## config.mk

```make
export PLATFORM = sky130hd
export DESIGN_NAME = pio_input_conditioner
export DESIGN_NICKNAME = d
export VERILOG_FILES = /design/src/rtl/pio_input_conditioner.sv
export SDC_FILE = /design/constraint.sdc
export NUM_CORES = 1
export LEC_CHECK = 0
export BUFFER_PORTS_ARGS = -buffer_cell sky130_fd_sc_hd__buf_2
export CAP_MARGIN = 20
export CORE_ASPECT_RATIO = 1.4
export CORE_MARGIN = 4
export CORE_UTILIZATION = 25
export DETAILED_ROUTE_END_ITERATION = 10
export HOLD_SLACK_MARGIN = 0.05
export SLEW_MARGIN = 20
export SYNTH_ARGS = -nofsm -noshare
export SYNTH_HDL_FRONTEND = slang
export SYNTH_SLANG_ARGS = --single-unit
```

## constraint.sdc

```tcl
create_clock -name clk -period 3.8 [get_ports clk]
set_input_delay 0.57 -clock clk [delete_from_list [all_inputs] [get_ports clk]]
set_output_delay 0.57 -clock clk [all_outputs]
set_load 0.005 [all_outputs]
```

## src/rtl/pio_input_conditioner.sv

```systemverilog
`default_nettype none
// ============================================================================
// Module   : pio_input_conditioner
// Function : Per-bit 2-FF synchronizer, counter debounce, polarity inversion
//            and registered change pulses for a PCIe core's input PIO port.
// Option   : define PIO_INPUT_CONDITIONER_EDGE_CAPTURE_EN for sticky capture.
// Revision : 1.0 - initial release
// ============================================================================
module pio_input_conditioner #(
    parameter int                 WIDTH           = 32,
    parameter int                 DEBOUNCE_CYCLES = 250000,
    parameter logic [WIDTH-1:0]   INVERT_MASK     = '0
) (
    input  logic               clk,
    input  logic               rstn,
    input  logic [WIDTH-1:0]   raw_in,
    input  logic [WIDTH-1:0]   clr,
    output logic [WIDTH-1:0]   pio_out,
    output logic [WIDTH-1:0]   rise,
    output logic [WIDTH-1:0]   fall,
    output logic               any_change,
    output logic [WIDTH-1:0]   capture
);

    localparam int             CW        = $clog2(DEBOUNCE_CYCLES);
    localparam logic [CW-1:0]  C_CNT_MAX = CW'(DEBOUNCE_CYCLES - 1);
    localparam logic [CW-1:0]  C_CNT_ONE = CW'(1);

    logic [WIDTH-1:0] r_sync1;
    logic [WIDTH-1:0] r_sync_q;
    logic [WIDTH-1:0] r_stable;
    logic [WIDTH-1:0] r_pio;
    logic [WIDTH-1:0] r_rise;
    logic [WIDTH-1:0] r_fall;
    logic             r_any;
    logic [CW-1:0]    r_cnt [WIDTH];

    logic [WIDTH-1:0] w_accept;
    logic [WIDTH-1:0] w_stable_nxt;
    logic [WIDTH-1:0] w_pio_nxt;

    // Each bit debounces independently; a match with the stable level
    // zeroes the count so any bounce restarts the full interval.
    for (genvar gi = 0; gi < WIDTH; gi++) begin : g_bit
        assign w_accept[gi] = (r_sync_q[gi] != r_stable[gi]) && (r_cnt[gi] == C_CNT_MAX);

        always_ff @(posedge clk or negedge rstn) begin
            if (!rstn) begin
                r_cnt[gi] <= '0;
            end else if (r_sync_q[gi] == r_stable[gi]) begin
                r_cnt[gi] <= '0;
            end else if (r_cnt[gi] == C_CNT_MAX) begin
                r_cnt[gi] <= '0;
            end else begin
                r_cnt[gi] <= r_cnt[gi] + C_CNT_ONE;
            end
        end
    end

    // Output and pulses are computed from the next stable value so they
    // update on the same edge that accepts the new level.
    assign w_stable_nxt = r_stable ^ w_accept;
    assign w_pio_nxt    = w_stable_nxt ^ INVERT_MASK;

    always_ff @(posedge clk or negedge rstn) begin
        if (!rstn) begin
            r_sync1  <= '0;
            r_sync_q <= '0;
            r_stable <= '0;
            r_pio    <= INVERT_MASK;
            r_rise   <= '0;
            r_fall   <= '0;
            r_any    <= 1'b0;
        end else begin
            r_sync1  <= raw_in;
            r_sync_q <= r_sync1;
            r_stable <= w_stable_nxt;
            r_pio    <= w_pio_nxt;
            r_rise   <= w_pio_nxt & ~r_pio;
            r_fall   <= ~w_pio_nxt & r_pio;
            r_any    <= |(w_pio_nxt ^ r_pio);
        end
    end

    assign pio_out    = r_pio;
    assign rise       = r_rise;
    assign fall       = r_fall;
    assign any_change = r_any;

`ifdef PIO_INPUT_CONDITIONER_EDGE_CAPTURE_EN
    logic [WIDTH-1:0] r_capture;

    // A rise in the same cycle as a clear wins, so no edge is ever lost.
    always_ff @(posedge clk or negedge rstn) begin
        if (!rstn) begin
            r_capture <= '0;
        end else begin
            r_capture <= (r_capture & ~clr) | r_rise;
        end
    end

    assign capture = r_capture;
`else
    logic w_unused_clr;

    assign w_unused_clr = ^clr;
    assign capture      = '0;
`endif

endmodule
`default_nettype wire

```

# == Yosys cells after proc, flatten, opt, wreduce, memory -nomap -nowiden ==
# Cells that the tools add are included.
# word_totals
ff_bits,737
latchBits,0
mem_bits_rw,0
romBits,0
inputBits,66
out_inout_bits,129
mem_count,0
# classes
n_addsub,32
mul,0
div,0
magnitude_cmp,0
n_eq_ne,96
shift,0
muxes,64
bitwise,6
reduce_logical,33
# ops
op,count
two-way mux 18 bit,64
adder 18 x 1 -> 18 bit (second input constant),32
== test 18 bit (second input constant),32
AND 32 bit,2
NOT 32 bit,2
bitwise XOR 32 bit,2
== test 1 bit,32
logical AND 1 bit,32
!= test 1 bit,32
OR reduction 32 bit,1

# == Longest topological paths before layout ==
# Gate-level depths: netlist of the first run.
# logic_depth
depth_word,5
depth_mapped,9
depth_no_buf,9

# == Worst setup path before layout of the first run ==
# No wires, ideal clock.
# synth_path
path_kind,flip-flop to flip-flop
startpoint,register r_cnt[342] (netlist name)
endpoint,register r_any (netlist: any_change)
setup_ps,129
t_arrival_ps,2557
setup_slack_ps,1115
path_stages_with_launch,10
period_less_slack_ps,2685
path_cell_list,dfrtp_1 ha_1 nand3_2 or4_1 nor3_1 mux2_2 ha_1 nand4_1 nor4_1 nand2_1
# synth_via
elab_chain_len,5
# synth_rtl
item,line,source
from (decl),36,logic [CW-1:0] r_cnt [WIDTH];
"from (signal, indexed assignment)",55,r_cnt[gi] <= r_cnt[gi] + C_CNT_ONE;
== test 18 bit,45,assign w_accept[gi] = (r_sync_q[gi] != r_stable[gi]) && (r_cnt[gi] == C_CNT_MAX);
logical AND 1 bit,45,
bitwise XOR 32 bit,62,assign w_stable_nxt = r_stable ^ w_accept;
via w_pio_nxt[12],40,logic [WIDTH-1:0] w_pio_nxt;
bitwise XOR 32 bit,81,r_any <= |(w_pio_nxt ^ r_pio);
OR reduction 32 bit,81,
to (signal assigned),81,
to (decl),35,logic r_any;
# The timed path passes the listed nets, and every way through them passes these cells.

# == Worst setup path after layout of the first run ==
# Same ends and word-level chain as after synthesis.

==> flow_summary.json, run 1 <==
{
  "pwr-share-seq_pct": 48.1,
  "irDropWorstVdd_mv": 0.340,
  "synth_area_leaders": "dfrtp_1 53%, xnor2_1 7.4%, nor2_1 5.9%",
  "p_int_mw": 12.9,
  "cts_resized": 0,
  "cts_made_buffers": 84,
  "crit_top_cell": "ha_1",
  "fin_cells": 5479,
  "ys_types": 48,
  "leakagePower_nw": 16.7,
  "async_flop_share_pct": 100,
  "syn-cell-area_sq_um": 35000,
  "holdWs_ns": 0.347,
  "critPathKind": "register to register",
  "htreeDepth": 3,
  "drtPass1Iterations": 5,
  "p_switching_mw": 3.91,
  "num-nets-final": 3767,
  "tightest_slew_ns": 1.02,
  "globalRouteOverflowTotal": 0,
  "path_clk_slew_ns": 0.06,
  "synthCells": 3359,
  "setup_slack_ns": 0.481,
  "cts.sinks": 737,
  "power_density_nw_per_um2": 409,
  "ios": 195,
  "synth-seq-cells": 737,
  "clk_path_buf_depth": 3,
  "worstPathMaxFanout": 8,
  "finalPower_mw": 16.8,
  "finalMaxSlewViolations": 0,
  "final_area_sq_um": 41100,
  "grt_pass1_wl_microns": 126000,
  "finalCritPeriodShare_pct": 87.3,
  "power_frac_clock_pct": 48.8,
  "final_util_pct": 29.5,
  "syn_avg_cell_area_sq_um": 10.4,
  "dpl.hpwl_microns": 51300,
  "worst_setup_path_start_kind": "register",
  "drcViolationCount": 0,
  "finalSetupViolations": 0,
  "path_cells": "ha_1 > nand3_2 > or4_1 > nor3_1 > mux2_2 > ha_1 > nand4_1 > nor4_1 > nand2_1",
  "yosysSeqAreaShare_pct": 52.7,
  "cp.required_ns": 4.34,
  "finalHoldViolations": 0,
  "coreArea_sq_um": 139000,
  "ys.flop_type": "dfrtp_1",
  "yosys.area.top_type": "dfrtp_1",
  "drt_iter0_drc": 1201,
  "cts_tree": "built",
  "p_sw_share_pct": 23.3,
  "die_x_microns": 324,
  "drive_gt1_share_pct": 11.3,
  "synth-edff-count": 0,
  "cts-root-buf": "clkbuf_16",
  "fill_cells": 14236,
  "rows": 162,
  "syn2layout_area_growth_pct": 17.5,
  "fmax_ghz": 0.301,
  "grt_setup_unrepaired": "false",
  "yosysTopAreaCellShare_pct": 52.7,
  "ant_nets": 0,
  "layout_min_cycle_time_ns": 3.32,
  "grt_antenna_before_repair": 4,
  "critical-path-top-delay-family": "simple AND/OR/NAND/NOR gates",
  "die_h_microns": 451,
  "initial_utilization_pct": 25.1,
  "grt_max_degree": 89,
  "cp_slowest_stage_delay_ns": 0.52,
  "relSlewSlack_pct": 31.8,
  "vias": 25048,
  "clock_skew_ns": 0.0178,
  "dp.cells": 5290,
  "via_per_inst": 4.57,
  "grtUsageTotal_pct": 10.3,
  "tns_ns": 0,
  "path_buf_inv": 0,
  "worstPathArrival_ns": 3.86,
  "maxCapViolations": 0,
  "hp-class": "register to register",
  "placed_cell_area_sq_um": 38000,
  "cp-end-kind": "register",
  "clk_latency_ns": 0.68,
  "cts_setup_buffers": 0,
  "cts_hold_buf": 33,
  "wirelength_microns": 74600,
  "outcome": "complete, no violations",
  "die-area_sq_um": 146000,
  "yosysWarnings": 0,
  "portBuffers": 130,
  "pre_cts_ws_ns": 0.451,
  "grt_pass1_vias": 25478,
  "routabilityCongestion": 0.796,
  "cp_slowest_cell": "or4_1",
  "routedWlPerCell_microns": 13.6,
  "combPwrFrac_pct": 3.2
}
## synth_stat cells (44+ instances only)
master   count
nor2_1     553
o21ai_0     44
nand4_1    158
ha_1        96
nand2_1    162
or3_1       56
inv_1      137
dfrtp_1    737
nand3_1    192
nor3_1     100
a21oi_1     99
nor4_1     139
o31ai_1     44
xnor2_1    296
xor2_1     149
or4_1       61
## flip-flops by register name, summed over array words and instances, names as in the netlist
name        flops
any_change      1
fall           32
pio_out        32
r_cnt         576
r_sync1        32
r_sync_q       32
rise           32
## worst register-to-register path: stages, from the launching register on
cell	delay, ns
dfrtp_1	0.41
ha_1	0.23
nand3_2	0.18
or4_1	0.52
nor3_1	0.36
mux2_2	0.40
ha_1	0.30
nand4_1	0.29
nor4_1	0.38
nand2_1	0.11
## area by class of cell
type,instances,area [sq um],share of cell area (%)
diodes,1,2.50,0.00608
clock buffers,113,2400,5.84
clock inverters,42,413,1.00
inverters,137,514,1.25
multi-input cells,2440,15700,38.2
flip-flops and latches,737,18400,44.8
well taps,1804,2260,5.49
repair buffers,205,1400,3.40
## kinds of logic (layout without fill, tap and decap cells)
group                    count (synthesis)  in the layout  share of synthesized area, %
adder cells (fa/ha/maj)                 96             96                          3.43
XOR/XNOR                               445            445                          11.1
multiplexers                            65             65                          1.97
flip-flops                             737            737                          52.7
other                                    1             33                        0.0107
AND/OR/NAND/NOR                       1575           1575                          22.9
AO/OA/AOI/OAI                          227            227                          5.04
buffers and inverters                  213            497                          2.85
## cells in the final DEF, fill, tap and decap left out, drive strengths merged, types with 35 or more instances in the layout
master,instances
a21oi,99
and4,35
buf,172
clkbuf,113
dfrtp,737
ha,96
inv,144
nand2,162
nand3,198
nand4,161
nor2,553
nor3,100
nor4,139
o21ai,45
o31ai,61
or3,56
or4,63
xnor2,296
xor2,149
## power groups by stage
stage | sequential (mW) | combinational (mW) | clock [mW]
after floorplan | 8.20 | 0.282 | 0
after global placement | 8.22 | 0.525 | 0
after detailed placement | 8.22 | 0.531 | 0
after CTS | 8.08 | 0.559 | 8.56
after global routing | 8.09 | 0.628 | 8.87
final | 8.08 | 0.533 | 8.20
## layer usage
metal  wire length (microns)  vias to the layer above  GRT usage, %
met1                   31600                    12335          12.1
met5                       0                        -             0
met4                    2600                        0          4.79
met2                   37400                      357          18.1
li1                        -                    12228             -
met3                    2970                      128          1.93
## final timing paths
kind                                   from      endpoint  slack, ns  depth (start not counted)
worst min-delay path            r_sync1[24]  r_sync_q[24]       0.35                          0
max in group asynchronous              rstn  r_sync_q[28]       2.18                          4
worst min register to register  r_sync1[24]  r_sync_q[24]       0.35                          0
min in group asynchronous              rstn    r_cnt[479]       0.46                          2
worst max register to register   r_cnt[342]    any_change       0.48                          9
worst max-delay path             r_cnt[342]    any_change       0.48                          9
(Power assumes the default switching activity.)
==> run 2, diff against run 1 <==
CAP_MARGIN = 25   (was 20)
PLACE_DENSITY = 0.39   (was not set)
==> flow_summary.json, run 2 (synthesis results as in run 1) <==
{
  "crit_top_cell": "ha_1",
  "path_buf_inv": 1,
  "r2r-end": "any_change",
  "cts.sinks": 737,
  "num-nets-final": 3789,
  "cts_tree": "built",
  "setup_slack_ns": 0.551,
  "worstPathArrival_ns": 3.80,
  "pre_cts_ws_ns": 0.476,
  "placed_cell_area_sq_um": 38100,
  "final_util_pct": 29.9,
  "drcViolationCount": 0,
  "final_area_sq_um": 41700,
  "maxCapViolations": 0,
  "die_x_microns": 324,
  "ios": 195,
  "critPathKind": "register to register",
  "power_density_nw_per_um2": 431,
  "fin_cells": 5502,
  "multiInputGateArea_sq_um": 15700,
  "crit_start": "r_cnt[342]",
  "reg2regPathDepth": 10,
  "portBuffers": 130,
  "clk_latency_ns": 0.68,
  "syn2layout_area_growth_pct": 19.1,
  "rows": 162,
  "critical-path-top-delay-family": "simple AND/OR/NAND/NOR gates",
  "initial_utilization_pct": 25.1,
  "worst_setup_path_start_kind": "register",
  "path_clk_slew_ns": 0.06,
  "cts-root-buf": "clkbuf_16",
  "grt_max_degree": 76,
  "cp.required_ns": 4.35,
  "finalCritPeriodShare_pct": 85.5,
  "routabilityCongestion": 0.732,
  "drive_gt1_share_pct": 11.8,
  "drtPass1Iterations": 5,
  "die-area_sq_um": 146000,
  "htreeDepth": 3,
  "fmax_ghz": 0.308,
  "hp-start": "r_sync1[16]",
  "relSlewSlack_pct": 29.3,
  "grt_antenna_before_repair": 2,
  "cts_resized": 0,
  "ant_nets": 0,
  "drt_iter0_drc": 1040,
  "finalHoldViolations": 0,
  "finalSetupViolations": 0,
  "coreArea_sq_um": 139000,
  "clock_skew_ns": 0.0176,
  "mostFrequentLayoutCells": "737 x dfrtp_1, 553 x nor2_1, 296 x xnor2_1",
  "fill_cells": 14453,
  "grt_pass1_wl_microns": 136000,
  "dpl.hpwl_microns": 55200,
  "layout_min_cycle_time_ns": 3.25,
  "tns_ns": 0,
  "hp-class": "register to register",
  "routedWlPerCell_microns": 14.7,
  "vias": 24940,
  "path_cells": "ha_1 > nand3_2 > or4_1 > nor3_1 > mux2_2 > ha_1 > nand4_1 > buf_4 > nor4_1 > nand2_1",
  "crit_cells": 10,
  "irDropWorstVdd_mv": 0.312,
  "holdPathEnd": "r_sync_q[16]",
  "dp.cells": 5299,
  "cts_made_buffers": 89,
  "via_per_inst": 4.53,
  "grt_pass1_vias": 25828,
  "outcome": "complete, no violations",
  "cp_slowest_stage_delay_ns": 0.53,
  "r2r_start": "r_cnt[342]",
  "regMostFlops": "r_cnt",
  "globalRouteOverflowTotal": 0,
  "r2r_slack_ns": 0.55,
  "grtUsageTotal_pct": 11.3,
  "cp_slowest_cell": "or4_1",
  "final_common_cell": "dfrtp_1",
  "finalMaxSlewViolations": 0,
  "register_area_sq_um": 18400,
  "worstPathMaxFanout": 8,
  "die_h_microns": 451,
  "tightest_slew_ns": 1.06,
  "leakagePower_nw": 17.0,
  "grt_setup_unrepaired": "false",
  "largest_reg_flops": 576,
  "finalPower_mw": 18.0,
  "holdWs_ns": 0.344,
  "hold_depth": 0,
  "clk_path_buf_depth": 3,
  "cp-end-kind": "register",
  "wirelength_microns": 80800
}
==> run 2: cell count changes in the layout (fill, tap and decap cells not counted), sizes merged <==
| cell | before | now |
|---|---|---|
| clkbuf | 113 | 126 |
| bufinv | 4 | 15 |
| buf | 172 | 189 |
| clkinv | 22 | 14 |
| inv | 144 | 139 |
| clkinvlp | 9 | 4 |
==> run 2: what timing repair did <==
action	4_1_cts	5_1_grt
hold endpoints to repair	86	0
hold buffers	33	0
buffers inserted	0	0
==> run 2: layout make-up <==
cell class / instances / area share (%)
inverter: 137 / 1.23
multi-input combinational: 2440 / 37.6
timing repair buffer: 222 / 3.79
clock buffer: 126 / 6.29
tap: 1804 / 5.42
clock inverter: 35 / 1.39
antenna: 1 / 0.00600
sequential: 737 / 44.3
==> run 2: per-layer routing <==
metal | wire length, microns | GRT usage (%) | up-vias
li1 | - | - | 12293
met1 | 35200 | 13.7 | 12275
met2 | 40800 | 20.1 | 264
met3 | 2850 | 1.92 | 108
met4 | 1970 | 3.92 | 0
met5 | 0 | 0 | -
==> run 2: how the worst max path moves through the flow <==
stage                 endpoint  slack [ns]
floorplan           any_change        1.11
global placement    any_change        0.48
detailed placement  any_change        0.48
CTS                 any_change        0.46
global route        any_change        0.34
finish              any_change        0.55
==> run 2: power by group <==
part	total, mW	leakage [nW]	switching (mW)	internal, mW
combinational	0.556	5.37	0.370	0.186
clock	9.33	1.57	3.52	5.81
sequential	8.08	10.1	0.113	7.97
